`config.mk`:
```
export PLATFORM = sky130hd
export DESIGN_NAME = csi_packet_controller
export DESIGN_NICKNAME = d
export VERILOG_FILES = /design/src/rtl/csi_pkg.sv /design/src/rtl/csi_packet_controller.sv
export SDC_FILE = /design/constraint.sdc
export NUM_CORES = 1
export LEC_CHECK = 0
export BUFFER_PORTS_ARGS = -buffer_cell sky130_fd_sc_hd__buf_2
export CAP_MARGIN = 30
export CORE_AREA = 5 5 108 110
export DETAILED_ROUTE_END_ITERATION = 10
export DIE_AREA = 0 0 113 115
export GPL_TIMING_DRIVEN = 0
export PLACE_DENSITY_LB_ADDON = 0.2
export SYNTH_ARGS = -nofsm -noshare
export SYNTH_HDL_FRONTEND = slang
export SYNTH_SLANG_ARGS = --single-unit
```
`constraint.sdc`:
```
create_clock -name rxbyteclkhs -period 3.75 [get_ports rxbyteclkhs]
set_clock_uncertainty 0.1 [all_clocks]
set_input_delay 0.375 -clock rxbyteclkhs [delete_from_list [all_inputs] [get_ports rxbyteclkhs]]
set_output_delay 0.375 -clock rxbyteclkhs [all_outputs]
set_load 0.02 [all_outputs]
```
`src/rtl/csi_pkg.sv`:
```
// ============================================================================
// csi_pkg : CSI-2 data types, header field widths and controller state encoding
// Rev 1.0
// ============================================================================
`timescale 1ns/1ps
`default_nettype none

package csi_pkg;

  localparam int DT_W = 6;
  localparam int WC_W = 16;

  localparam logic [DT_W-1:0] CSI_DT_FS    = 6'h00;
  localparam logic [DT_W-1:0] CSI_DT_FE    = 6'h01;
  localparam logic [DT_W-1:0] CSI_DT_LS    = 6'h02;
  localparam logic [DT_W-1:0] CSI_DT_LE    = 6'h03;
  localparam logic [DT_W-1:0] CSI_DT_RAW8  = 6'h2A;
  localparam logic [DT_W-1:0] CSI_DT_RAW10 = 6'h2B;

  // Data types below this value are short packets (no payload, no CRC)
  localparam logic [DT_W-1:0] CSI_DT_SHORT_LIMIT = 6'h10;

  typedef enum logic [1:0] {
    ST_IDLE    = 2'd0,
    ST_HDR1    = 2'd1,
    ST_PAYLOAD = 2'd2,
    ST_CRC     = 2'd3
  } state_e;

  // RAW10 packs 4 pixels into 5 bytes; a line must hold whole beat pairs of groups
  function automatic logic raw10_wc_legal(input logic [WC_W-1:0] wc);
    return (wc != '0) && ((wc % 16'd10) == 16'd0);
  endfunction

endpackage

`default_nettype wire

```
`src/rtl/csi_packet_controller.sv`:
```
// ============================================================================
// csi_packet_controller : CSI-2 header parser and RAW10 payload gate for the decoder
// Rev 1.0
// ============================================================================
`timescale 1ns/1ps
`default_nettype none

module csi_packet_controller
  import csi_pkg::*;
#(
  parameter logic [5:0] DT_RAW10        = CSI_DT_RAW10,
  parameter logic [5:0] DT_FS           = CSI_DT_FS,
  parameter logic [5:0] DT_FE           = CSI_DT_FE,
  parameter int         LINES_PER_FRAME = 480,
  parameter int         LINE_CNT_W      = 12
) (
  input  logic                  rxbyteclkhs,
  input  logic                  reset_n,
  input  logic [15:0]           data_in,
  input  logic                  data_in_valid,
  output logic [15:0]           data_out,
  output logic                  frame_valid,
  output logic                  frame_active,
  output logic                  last_packet,
  output logic [5:0]            data_type,
  output logic [15:0]           word_count,
  output logic [LINE_CNT_W-1:0] line_count,
  output logic                  err_wc,
  output logic                  err_eot
);

  localparam logic [LINE_CNT_W-1:0] LAST_LINE = LINE_CNT_W'(LINES_PER_FRAME - 1);
  localparam logic [LINE_CNT_W-1:0] MAX_LINE  = LINE_CNT_W'(LINES_PER_FRAME);

  state_e                state_q, state_d;
  logic [5:0]            di_q, di_d;
  logic [7:0]            wc_lo_q, wc_lo_d;
  logic [5:0]            dt_q, dt_d;
  logic [15:0]           wc_q, wc_d;
  logic [14:0]           beat_q, beat_d;
  logic                  gate_q, gate_d;
  logic                  fv_q, fv_d;
  logic                  fa_q, fa_d;
  logic                  lp_q, lp_d;
  logic [LINE_CNT_W-1:0] lc_q, lc_d;
  logic                  errwc_q, errwc_d;
  logic                  erreot_q, erreot_d;
  logic [15:0]           dout_q;
  logic [15:0]           wc_full;

  always_ff @(posedge rxbyteclkhs or negedge reset_n) begin
    if (!reset_n) begin
      state_q  <= ST_IDLE;
      di_q     <= '0;
      wc_lo_q  <= '0;
      dt_q     <= '0;
      wc_q     <= '0;
      beat_q   <= '0;
      gate_q   <= 1'b0;
      fv_q     <= 1'b0;
      fa_q     <= 1'b0;
      lp_q     <= 1'b0;
      lc_q     <= '0;
      errwc_q  <= 1'b0;
      erreot_q <= 1'b0;
      dout_q   <= '0;
    end else begin
      state_q  <= state_d;
      di_q     <= di_d;
      wc_lo_q  <= wc_lo_d;
      dt_q     <= dt_d;
      wc_q     <= wc_d;
      beat_q   <= beat_d;
      gate_q   <= gate_d;
      fv_q     <= fv_d;
      fa_q     <= fa_d;
      lp_q     <= lp_d;
      lc_q     <= lc_d;
      errwc_q  <= errwc_d;
      erreot_q <= erreot_d;
      dout_q   <= data_in;
    end
  end

  always_comb begin
    state_d  = state_q;
    di_d     = di_q;
    wc_lo_d  = wc_lo_q;
    dt_d     = dt_q;
    wc_d     = wc_q;
    beat_d   = beat_q;
    gate_d   = gate_q;
    fv_d     = fv_q;
    lc_d     = lc_q;
    fa_d     = 1'b0;
    lp_d     = 1'b0;
    errwc_d  = 1'b0;
    erreot_d = 1'b0;
    wc_full  = {data_in[15:8], wc_lo_q};

    unique case (state_q)
      ST_IDLE: begin
        if (data_in_valid) begin
          di_d    = data_in[13:8];
          wc_lo_d = data_in[7:0];
          state_d = ST_HDR1;
        end
      end
      ST_HDR1: begin
        if (data_in_valid) begin
          dt_d = di_q;
          wc_d = wc_full;
          if (di_q < CSI_DT_SHORT_LIMIT) begin
            state_d = ST_IDLE;
            if (di_q == DT_FS) begin
              fv_d = 1'b1;
              lc_d = '0;
            end else if (di_q == DT_FE) begin
              fv_d = 1'b0;
            end
          end else begin
            beat_d  = wc_full[15:1];
            // A zero-length long packet carries only its CRC beat
            state_d = (wc_full[15:1] == '0) ? ST_CRC : ST_PAYLOAD;
            gate_d  = (di_q == DT_RAW10) && fv_q && raw10_wc_legal(wc_full);
            errwc_d = (di_q == DT_RAW10) && !raw10_wc_legal(wc_full);
          end
        end else begin
          erreot_d = 1'b1;
          state_d  = ST_IDLE;
        end
      end
      ST_PAYLOAD: begin
        if (data_in_valid) begin
          fa_d   = gate_q;
          lp_d   = gate_q && (lc_q == LAST_LINE);
          beat_d = beat_q - 15'd1;
          if (beat_q == 15'd1) begin
            state_d = ST_CRC;
            if (gate_q && (lc_q < MAX_LINE)) begin
              lc_d = lc_q + 1'b1;
            end
          end
        end else begin
          erreot_d = 1'b1;
          state_d  = ST_IDLE;
        end
      end
      ST_CRC: begin
        erreot_d = !data_in_valid;
        state_d  = ST_IDLE;
      end
      default: state_d = ST_IDLE;
    endcase
  end

  assign data_out     = dout_q;
  assign frame_valid  = fv_q;
  assign frame_active = fa_q;
  assign last_packet  = lp_q;
  assign data_type    = dt_q;
  assign word_count   = wc_q;
  assign line_count   = lc_q;
  assign err_wc       = errwc_q;
  assign err_eot      = erreot_q;

endmodule

`default_nettype wire

```
==> results.ini <==
[run_status]
status = finished with violations
failed_checks = setup timing

[power]
power_switching_mw = 2.33
leakage_nw = 2.72
power_frac_clock_pct = 13.0
power.internal_mw = 2.78
p_per_area_nw_per_um2 = 790
power_mw = 5.11
ir_worst_vdd_mv = 0.330
power.share.combinational_pct = 56.8
netSwitchingFraction_pct = 45.6
seqPwrFrac_pct = 30.2

[layout]
nets = 669
diodes = 0
layout_common_cells = dfrtp_1 (87), buf_2 (70), nand2_1 (51)
layout_commonest_cell = dfrtp_1
drive_gt1_share_pct = 32.2
area_growth_syn_to_layout_pct = 27.7
fin_cells = 786

[route]
wirelength_um = 14200
dr.first_iter.drc_count = 348
vias = 4699
drc_errors = 0
firstDrtPassIters = 5
wl_per_cell_um = 18.1
postRouteAntennaNets = 0
vias_per_cell = 5.98

[critical_path]
r2r_cells = 13
r2r_setup_slack_ps = 300
path_buf_inv = 5
cp_slowest_cell = or3_4
cp.required_ps = 3900
crit_chain = buf_6 -> buf_6 -> maj3_1 -> nand3_1 -> nor2b_4 -> buf_4 -> a211oi_4 -> o311ai_4 -> buf_4 -> a21oi_2 -> a211oi_1 -> o22ai_2 -> buf_4 -> or3_4 -> a2bb2oi_4 -> o211ai_1 -> nand3b_1 -> a211oi_1 -> a2111o_1 -> o31a_1 -> and3b_2
crit_family = compound AO/OA/AOI/OAI gates
crit_path_end_kind = flop
worstPathMaxFanout = 10
worst-setup-path-type = input pin to flop
critical_path_depth = 21
critPathArrivalTime_ps = 4450
start_kind = input pin
slowest_delay_ps = 390
critPathMostFrequentCell = buf_4

[floorplanning]
die_y_um = 115
rows = 38
die_w_um = 113
die_area_um2 = 13000
initial_core_util_pct = 47.8
core-area_um2 = 10600
ios = 74

[logic_synthesis]
synth_simple_gate_area_share_pct = 21.6
synthAdderAreaFrac_pct = 2.62
synth_top_family_by_area = simple AND/OR/NAND/NOR gates
yosys_warnings = 0
seq_area_frac_synth_pct = 43.0
yosysTopAreaCell = dfrtp_1
syn-cell-area_um2 = 5060
synth_xor_area_share_pct = 3.11
syn_nets = 567
synthCells = 540
synth_compound_area_share_pct = 19.2
async_flop_share_pct = 100
synth_top_area_share_pct = 43.0
ys_seq_elements = 87
synth_flop_cell = dfrtp_1
synth-edff-count = 0
syn_area_per_cell_um2 = 9.38
synth_mux_area_share_pct = 6.15
synth.distinct_cells = 75
synth.area.top_cells = dfrtp_1 (43%), mux2_2 (5.6%), nand2_1 (3.9%)

[timing]
hold_viol = 0
worst_pin_slew_ps = 813
setup_viol = 2
rsz0062_at_grt = yes
max_freq_mhz = 233
slew_violations = 0
setup_slack_ps = -548
period_needed_ps = 4300
relSlewSlack_pct = 45.8
setup_tns_ps = -1020
timing.final.crit_share_pct = 115

[flow_run]
maxCapViolations = 0

[clock_network]
clk_latency_ps = 370
htree_levels = 3
cts_root_buf = clkbuf_8
cts-buffers-inserted = 9
cts_tree = done
clk_pin_slew_ps = 90
cts_num_sinks = 87
clockBufferDepth = 2

[hold_path]
whs_path_depth = 1
min_path_type = input pin to flop

[grt]
grt_pass1_vias = 4576
grt_antenna_before_repair = 0
overflow = 0
grt_usage_pct = 22.4
grt_pass1_wl_um = 23500
grt_max_degree = 68

[placed_design]
pre_cts_slack_ps = -1180
gp_congestion = 0.848
dp_cells = 754
post-dp-hpwl_um = 9760
io_buffers = 72

==> registers in the layout (all words and copies together), names as in the netlist <==
signal	count
beat_q	15
state_q	2
di_q	6
last_packet	1
data_type	6
err_wc	1
word_count	16
wc_lo_q	8
line_count	12
gate_q	1
data_out	16
frame_valid	1
frame_active	1
err_eot	1
==> power by group through the flow <==
stage | registers (mW) | logic (mW) | clock network (mW)
floorplan | 1.66 | 1.78 | 0
global route | 1.59 | 3.16 | 0.723
global placement | 1.54 | 2.52 | 0
detailed placement | 1.56 | 2.59 | 0
CTS | 1.54 | 2.79 | 0.674
finish | 1.54 | 2.90 | 0.664
==> cell usage after synthesis (all sizes together), types with 8 or more instances <==
cell and number:
a211oi 12, a21oi 26, and3 9, buf 15, clkbuf 20, dfrtp 87, ha 8, inv 13
mux2 25, nand2 53, nand2b 9, nand3 22, nand4 8, nor2 33, nor3 17, nor4 14
o21ai 41, o22ai 10, xnor2 8, xor2 10
==> worst paths after layout <==
path	from	endpoint
setup reg to reg	wc_lo_q[6]	err_wc
min in group asynchronous	reset_n	word_count[14]
setup / recovery	data_in[15]	err_wc
hold reg to reg	word_count[4]	word_count[4]
max in group asynchronous	reset_n	data_out[4]
hold / removal	data_in[7]	data_out[7]
==> worst reg2reg max path, cell delays in order, from the launching register on <==
cell       delay [ps]
dfrtp_1           370
clkbuf_1          440
o21ai_0           180
o22ai_1           210
o22ai_2           120
buf_4             150
or3_4             390
a2bb2oi_4         150
o211ai_1          140
nand3b_1          140
a211oi_1           90
a2111o_1          370
o31a_1            270
and3b_2           230
==> cells by family after synthesis <==
group                    after synthesis
AND/OR/NAND/NOR                      205
adder cells (fa/ha/maj)               11
AO/OA/AOI/OAI                        141
XOR/XNOR                              18
buffers and inverters                 50
flip-flops                            87
multiplexers                          28
==> layer usage <==
layer  wire length (um)  track usage, %  vias to the layer above
met3                856            2.95                       31
met4                363            10.2                        0
li1                   -               -                     2192
met1               6100            30.6                     2307
met2               6900            35.7                      169
met5                  0               0                        -
==> final cells by class <==
cell class | instances | area [um2]
Fill cell | 908 | 4140
Multi-Input combinational cell | 403 | 3110
Sequential cell | 87 | 2180
Clock buffer | 12 | 145
Tap cell | 140 | 175
Clock inverter | 3 | 43.8
Inverter | 15 | 56.3
Buffer | 33 | 195
Timing Repair Buffer | 93 | 567
==> stage by stage <==
step                area, um2  hold slack, ps  utilization, %
global placement         5690             375            53.6
CTS                      6320            6.90            59.6
floorplan                5150           -20.6               -
detailed placement       5720             185            54.0
global route             6470            4.75            61.0
finish                   6470            15.1            61.0
==> timing repair <==
item | CTS | global route
endpoints found under the hold margin | 20 | 0
hold buffers | 1 | 0
pin swaps | 17 | 13
setup endpoints to repair | 2 | 2
resized for setup | 63 | 22
buffers inserted | 14 | 4
Note: power is estimated with default switching activity, not from simulation.
